**src/rtl/spi_master_pkg.sv**
```systemverilog
// ---------------------------------------------------------------------------
// spi_master_pkg
// Shared constants and types for the host-side SPI master. It holds the
// command bytes, the register map of the UART SPI slave, the frame-engine
// phase enum and the request-sequencer enum. It also provides a helper that
// packs a request into its 32-bit frame word.
// ---------------------------------------------------------------------------
package spi_master_pkg;

    localparam logic [7:0] CMD_WRITE = 8'h00;
    localparam logic [7:0] CMD_READ  = 8'h01;
    localparam logic [7:0] CMD_NOP   = 8'hFF;

    localparam logic [7:0] REG_CONTROL = 8'h00;
    localparam logic [7:0] REG_STATE   = 8'h08;
    localparam logic [7:0] REG_TX_DATA = 8'h10;
    localparam logic [7:0] REG_RX_DATA = 8'h18;
    localparam logic [7:0] REG_BAUD    = 8'h20;

    // The response frame of a read carries no command for the slave.
    localparam logic [31:0] NOP_FRAME = {CMD_NOP, 24'h00_0000};

    // Phases of a transaction. The frame engine walks IDLE/SETUP/HIGH/LOW.
    // The sequencer covers the inter-frame GAP and the RESP pulse.
    typedef enum logic [2:0] {
        IDLE,
        SETUP,
        HIGH,
        LOW,
        GAP,
        RESP
    } state_t;

    // Request sequencer states in the top level. SEQ_FRAME means the frame
    // engine currently owns the bus.
    typedef enum logic [1:0] {
        SEQ_IDLE,
        SEQ_FRAME,
        SEQ_GAP,
        SEQ_RESP
    } seq_t;

    // Pack a request as {cmd, addr, data}. Bit 0 goes out first on the wire.
    function automatic logic [31:0] build_frame(input logic       write,
                                                input logic [7:0]  addr,
                                                input logic [15:0] wdata);
        return write ? {CMD_WRITE, addr, wdata} : {CMD_READ, addr, 16'h0000};
    endfunction

endpackage

```
**src/rtl/spi_frame_engine.sv**
```systemverilog
// ---------------------------------------------------------------------------
// spi_frame_engine
// Shifts one 32-bit full-duplex SPI frame in mode 0, LSB first.
// A frame is one SETUP phase followed by 32 HIGH/LOW pairs. Each phase lasts
// CLK_DIV clk cycles, so cs_n is low for CLK_DIV*65 cycles.
//
// Ports:
//   clk, rst_n   system clock, asynchronous active-low reset
//   start        load frame_in and begin a frame (honoured only in IDLE)
//   frame_in     32-bit word to transmit
//   done         high in the last clk cycle of the frame
//   capture      bits sampled from miso; bit k comes from SCK pulse k
//   sck, cs_n    SPI clock (idles 0) and chip select (idles 1)
//   mosi         master data out; 0 while cs_n is high
//   miso         slave data in; sampled directly
// ---------------------------------------------------------------------------
module spi_frame_engine
    import spi_master_pkg::*;
#(
    parameter int CLK_DIV = 4
) (
    input  logic        clk,
    input  logic        rst_n,
    input  logic        start,
    input  logic [31:0] frame_in,
    output logic        done,
    output logic [31:0] capture,
    output logic        sck,
    output logic        cs_n,
    output logic        mosi,
    input  logic        miso
);

    localparam int DIV_W = $clog2(CLK_DIV + 1);

    state_t             state;
    state_t             state_next;
    logic [DIV_W-1:0]   div_cnt;
    logic [4:0]         bit_cnt;
    logic [31:0]        frame;
    logic               div_last;
    logic [4:0]         tx_sel;

    assign div_last = (div_cnt == DIV_W'(CLK_DIV - 1));

    // Phase register. On reset the engine returns to IDLE, which releases
    // cs_n and sck immediately.
    always_ff @(posedge clk or negedge rst_n) begin
        if (!rst_n) begin
            state <= IDLE;
        end else begin
            state <= state_next;
        end
    end

    // Next-phase logic. Each phase lasts one full divider period. The frame
    // ends after the LOW phase of bit 31.
    always_comb begin
        state_next = state;
        done       = 1'b0;
        case (state)
            IDLE:  if (start) state_next = SETUP;
            SETUP: if (div_last) state_next = HIGH;
            HIGH:  if (div_last) state_next = LOW;
            LOW: begin
                if (div_last) begin
                    if (bit_cnt == 5'd31) begin
                        state_next = IDLE;
                        done       = 1'b1;
                    end else begin
                        state_next = HIGH;
                    end
                end
            end
            default: state_next = IDLE;
        endcase
    end

    // Datapath. The divider restarts on every phase change. The bit counter
    // advances at the end of each LOW phase except the last one. miso is
    // taken on the final HIGH cycle, just before SCK falls.
    always_ff @(posedge clk or negedge rst_n) begin
        if (!rst_n) begin
            div_cnt <= '0;
            bit_cnt <= 5'd0;
            frame   <= 32'h0000_0000;
            capture <= 32'h0000_0000;
        end else begin
            if (state == IDLE || state_next != state) begin
                div_cnt <= '0;
            end else begin
                div_cnt <= div_cnt + DIV_W'(1);
            end

            if (state == IDLE && start) begin
                bit_cnt <= 5'd0;
                frame   <= frame_in;
            end else if (state == LOW && div_last && bit_cnt != 5'd31) begin
                bit_cnt <= bit_cnt + 5'd1;
            end

            if (state == HIGH && div_last) begin
                capture[bit_cnt] <= miso;
            end
        end
    end

    // During LOW the next bit is already presented, so it is stable at the
    // following rising edge. After bit 31 the last bit is simply held.
    always_comb begin
        tx_sel = bit_cnt;
        if (state == LOW && bit_cnt != 5'd31) begin
            tx_sel = bit_cnt + 5'd1;
        end
    end

    assign sck  = (state == HIGH);
    assign cs_n = (state == IDLE);
    assign mosi = (state == IDLE) ? 1'b0 : frame[tx_sel];

endmodule

```
**src/rtl/spi_master.sv**
```systemverilog
// ---------------------------------------------------------------------------
// spi_master
// Host-side SPI master for the register-mapped UART SPI slave.
// Each accepted request goes out as a 32-bit frame {cmd, addr, data}.
// A read is followed, after a one-cycle cs_n gap, by a NOP frame; the miso
// bits of that NOP frame form the returned word. Every transaction ends with
// at least IDLE_GAP cycles of cs_n high, then a one-cycle rsp_valid pulse.
//
// Ports:
//   clk, rst_n          system clock, asynchronous active-low reset
//   req_valid/ready     request handshake; ready only while idle
//   req_write           1 = register write, 0 = register read
//   req_addr, req_wdata register address and write data
//   rsp_valid           one-cycle completion pulse
//   rsp_rdata           read data (0 for writes), held until next response
//   busy                high from acceptance through rsp_valid
//   sck, cs_n, mosi     SPI outputs
//   miso                SPI input
// ---------------------------------------------------------------------------
module spi_master
    import spi_master_pkg::*;
#(
    parameter int CLK_DIV  = 4,
    parameter int READ_GAP = 1,
    parameter int IDLE_GAP = 8
) (
    input  logic        clk,
    input  logic        rst_n,
    input  logic        req_valid,
    output logic        req_ready,
    input  logic        req_write,
    input  logic [7:0]  req_addr,
    input  logic [15:0] req_wdata,
    output logic        rsp_valid,
    output logic [31:0] rsp_rdata,
    output logic        busy,
    output logic        sck,
    output logic        cs_n,
    output logic        mosi,
    input  logic        miso
);

    localparam int GAP_W = $clog2(IDLE_GAP + READ_GAP + 1) + 1;

    seq_t               seq;
    seq_t               seq_next;
    logic [GAP_W-1:0]   gap_cnt;
    logic               is_read;
    logic               cmd_pending;
    logic               start;
    logic [31:0]        frame_in;
    logic               frame_done;
    logic [31:0]        capture;

    spi_frame_engine #(
        .CLK_DIV (CLK_DIV)
    ) u_engine (
        .clk      (clk),
        .rst_n    (rst_n),
        .start    (start),
        .frame_in (frame_in),
        .done     (frame_done),
        .capture  (capture),
        .sck      (sck),
        .cs_n     (cs_n),
        .mosi     (mosi),
        .miso     (miso)
    );

    // Sequencer state register.
    always_ff @(posedge clk or negedge rst_n) begin
        if (!rst_n) begin
            seq <= SEQ_IDLE;
        end else begin
            seq <= seq_next;
        end
    end

    // Request sequencing. A read whose command frame has just finished does
    // not go to RESP. It restarts the engine with a NOP frame after READ_GAP
    // cycles, so the next cs_n fall lands in the slave's response-load
    // window.
    always_comb begin
        seq_next = seq;
        start    = 1'b0;
        frame_in = build_frame(req_write, req_addr, req_wdata);
        case (seq)
            SEQ_IDLE: begin
                if (req_valid) begin
                    start    = 1'b1;
                    seq_next = SEQ_FRAME;
                end
            end
            SEQ_FRAME: begin
                if (frame_done) seq_next = SEQ_GAP;
            end
            SEQ_GAP: begin
                if (cmd_pending) begin
                    if (gap_cnt == GAP_W'(READ_GAP - 1)) begin
                        start    = 1'b1;
                        frame_in = NOP_FRAME;
                        seq_next = SEQ_FRAME;
                    end
                end else if (gap_cnt == GAP_W'(IDLE_GAP - 1)) begin
                    seq_next = SEQ_RESP;
                end
            end
            SEQ_RESP: seq_next = SEQ_IDLE;
            default:  seq_next = SEQ_IDLE;
        endcase
    end

    // Bookkeeping for the gap counter, read tracking and the response word.
    // rsp_rdata is loaded when leaving GAP so that it is valid during the
    // rsp_valid cycle, and it is held afterwards.
    always_ff @(posedge clk or negedge rst_n) begin
        if (!rst_n) begin
            gap_cnt     <= '0;
            is_read     <= 1'b0;
            cmd_pending <= 1'b0;
            rsp_rdata   <= 32'h0000_0000;
        end else begin
            if (seq_next != seq) begin
                gap_cnt <= '0;
            end else if (seq == SEQ_GAP) begin
                gap_cnt <= gap_cnt + GAP_W'(1);
            end

            if (seq == SEQ_IDLE && req_valid) begin
                is_read     <= ~req_write;
                cmd_pending <= ~req_write;
            end else if (seq == SEQ_GAP && seq_next == SEQ_FRAME) begin
                cmd_pending <= 1'b0;
            end

            if (seq == SEQ_GAP && seq_next == SEQ_RESP) begin
                rsp_rdata <= is_read ? capture : 32'h0000_0000;
            end
        end
    end

    assign req_ready = (seq == SEQ_IDLE);
    assign busy      = (seq != SEQ_IDLE);
    assign rsp_valid = (seq == SEQ_RESP);

endmodule
```
**config.mk**
```make
export PLATFORM = sky130hd
export DESIGN_NAME = spi_master
export DESIGN_NICKNAME = d
export VERILOG_FILES = /design/src/rtl/spi_master_pkg.sv /design/src/rtl/spi_frame_engine.sv /design/src/rtl/spi_master.sv
export SDC_FILE = /design/constraint.sdc
export NUM_CORES = 1
export LEC_CHECK = 0
export BUFFER_PORTS_ARGS = -buffer_cell sky130_fd_sc_hd__buf_2
export CORE_UTILIZATION = 45
export CTS_CLUSTER_SIZE = 24
export DETAILED_ROUTE_END_ITERATION = 12
export HOLD_SLACK_MARGIN = 0.08
export SLEW_MARGIN = 0
export SYNTH_ARGS = -nofsm -noshare
export SYNTH_HDL_FRONTEND = slang
export SYNTH_SLANG_ARGS = --single-unit
```
**constraint.sdc**
```tcl
create_clock -name clk -period 3.05 [get_ports clk]
set_input_delay 0.1525 -clock clk [delete_from_list [all_inputs] [get_ports clk]]
set_output_delay 0.1525 -clock clk [all_outputs]
set_load 0.005 [all_outputs]
```
==> metrics <==
worst-skew pair later-pin latency 0.36 ns; CP required 2.90 ns; crit path capture mosi; worst hold slack 0.169 ns; Tcrit/Tclk final 0.971; Simple-Gate Fraction of Synth Area 0.174; main combinational cell family by area after synthesis simple AND/OR/NAND/NOR gates; port bufs 66; maximum VDD drop 0.476 mV; Vias 3794; Setup TNS 0 ns; Register-to-Register Path Depth 6; Post-Synth Adder-Cell Area 0.0215; total CTS buffers 9; drt wl/cell 14.7 um; Tot GR Track Use 0.192; Max Slew Vio Count 0; Starting Density 0.461; Worst setup startpoint u_engine.bit_cnt[0]; post-DP HPWL 7070 um; Clock transition at path regs 0.08 ns; H-tree levels 3; Distinct cells, synth 55; vias in the first global route 3675; grt met2 use 0.309; Seq/Total Area, Yosys 0.525; first-pass GRT wire length 17800 um; Final ANT Viol Nets 0; core area 11400 um2; flop-to-flop setup slack 0.71 ns; GR Util met1 0.252; final WL 10800 um; Cells after Synth 505; critical path endpoint category output pin; initial antenna violation count 0; met3 Resource Use GR 0.0504; vias per inst 5.17; Die W 110 um; total grt overflow 0; Pleak 2.92 nW; Worst Skew 0.00948 ns; post-synthesis compound-gate area fraction 0.112; worst-path fanout max 6; Final WS setup 0.0876 ns; drt initial violations 154; Mean Syn Cell Area 10.4 um2; commonest non-fill, non-tap cell in the layout nand2_1; fin crit period 2.96 ns; RR Startpoint u_engine.state[0]; largest net degree at the start of global routing 81; Post-route DRC 0; die area 12100 um2; Die Y 110 um; largest area contributor in the netlist dfrtp_1; # diodes 0; Ys Warns 0; pre-CTS setup slack 0.260 ns; Pre-antenna DRT Iters 4; CTS Root Cell clkbuf_16; Max Root-Sink Buffers 2; max_cap viols 0; RR Endpoint u_engine.frame[14]; Synth Area in XOR/XNOR 0.0165; Synthesized Nets 543; Crit path arrival time 2.81 ns; EDFF count, synth 0; ys async rst share 1.00; IO Pins 67; Synth Flop Type dfrtp_1; GR peak layer met2; mux contribution to synthesized area 0.108; # rows 39; Synth area leaders dfrtp_1 53%, nand2_1 8.2%, mux2_2 7.7%; Hold Path Class primary input to register; RePlAce Congestion 0.832; CTS tree built; final setup fails 0; run status finished, final reports clean; Final nets 624; share of cells above drive strength 1 0.264; Power Density 490 nW/um2; CP Class register to output pin; Netlist Area Pre-Place 5240 um2; f_max 338 MHz; share of the synthesized area in the top cell type 0.525; Final Hold Fails 0; startpoint types register; worst slew pin tran 1.09 ns; area grow syn2layout 20.9%; most frequent cells in the layout 114 x nand2_1, 109 x dfrtp_1, 65 x buf_2; RSZ-0062 raised after global routing true; Slew HR 0.271; Yosys reg bits 110; clock sinks 110
stage by stage:
stage,cell area (um2),util,std cells,total power [mW]
final,6340,0.557,734,3.10
after global routing,6340,0.557,734,3.24
after CTS,6270,0.552,731,3.13
after detailed placement,5680,0.499,688,1.88
after global placement,5680,0.499,688,1.87
after floorplan,5240,-,505,1.77
Yosys cell counts (6+ instances only):
master    instances
nand2_1         114
dfrtp_1         110
mux2_2           36
o21ai_0          36
nor2_1           25
a22o_1           24
clkbuf_1         21
inv_1            14
buf_2            10
ha_1              9
a21oi_1           7
mux2i_1           7
nand3_1           6
report_power, final:
group / leakage [nW] / switching (mW) / total (mW) / internal [mW]
sequential: 1.42 / 0.0560 / 1.57 / 1.51
combinational: 1.35 / 0.160 / 0.323 / 0.163
clock: 0.154 / 0.563 / 1.21 / 0.650
total: 2.92 / 0.779 / 3.10 / 2.32
worst max-delay path: stages, from the launching register on:
cell	delay, ns
dfrtp_1	0.40
ha_2	0.20
inv_2	0.07
nor2_1	0.05
ha_2	0.18
nand4bb_4	0.24
or3_4	0.41
and2_4	0.19
o211ai_1	0.22
a21oi_2	0.08
nor4_2	0.26
buf_2	0.15
metal layers:
layer	routed length, um	vias to the layer above	part of all wire
met5	0	-	0
met4	159	0	0.015
met3	367	14	0.034
met2	5150	64	0.48
met1	5130	1815	0.47
li1	-	1901	-
flip-flops by register name, indices dropped and copies added, names as in the netlist:
| signal | count |
|---|---|
| u_engine.state | 3 |
| u_engine.capture | 32 |
| is_read | 1 |
| u_engine.bit_cnt | 5 |
| u_engine.frame | 26 |
| rsp_rdata | 32 |
| seq | 2 |
| u_engine.div_cnt | 3 |
| cmd_pending | 1 |
| gap_cnt | 5 |
worst min-delay path by stage:
stage               startpoint      endpoint  cells after the start
finish               req_valid       is_read                      3
global route         req_valid   cmd_pending                      3
CTS                  req_valid       is_read                      3
detailed placement       rst_n  rsp_rdata[0]                      1
global placement         rst_n  rsp_rdata[0]                      1
floorplan                rst_n   cmd_pending                      0
layout make-up:
cell class              count  area [um2]
inverters                  14        52.6
fillers                  1032        5030
multi-input cells         345        2330
repair buffers            106         714
flip-flops and latches    110        2750
well taps                 143         179
clock buffers               9         225
clock inverters             7        80.1
repair_timing:
action / 4_1_cts / 5_1_grt
setup buffers: 1 / 3
hold buffers: 26 / 0
gates cloned: 0 / 0
setup endpoints to repair: 1 / 1
pin swaps: 2 / 6
gates resized for setup: 6 / 10
endpoints found under the hold margin: 55 / 0
cells by family after synthesis:
group / count (synthesis)
flip-flops: 110
buffers and inverters: 50
AND/OR/NAND/NOR: 192
adder cells (fa/ha/maj): 9
XOR/XNOR: 9
other: 1
multiplexers: 47
AO/OA/AOI/OAI: 87
(Power assumes the default switching activity.)
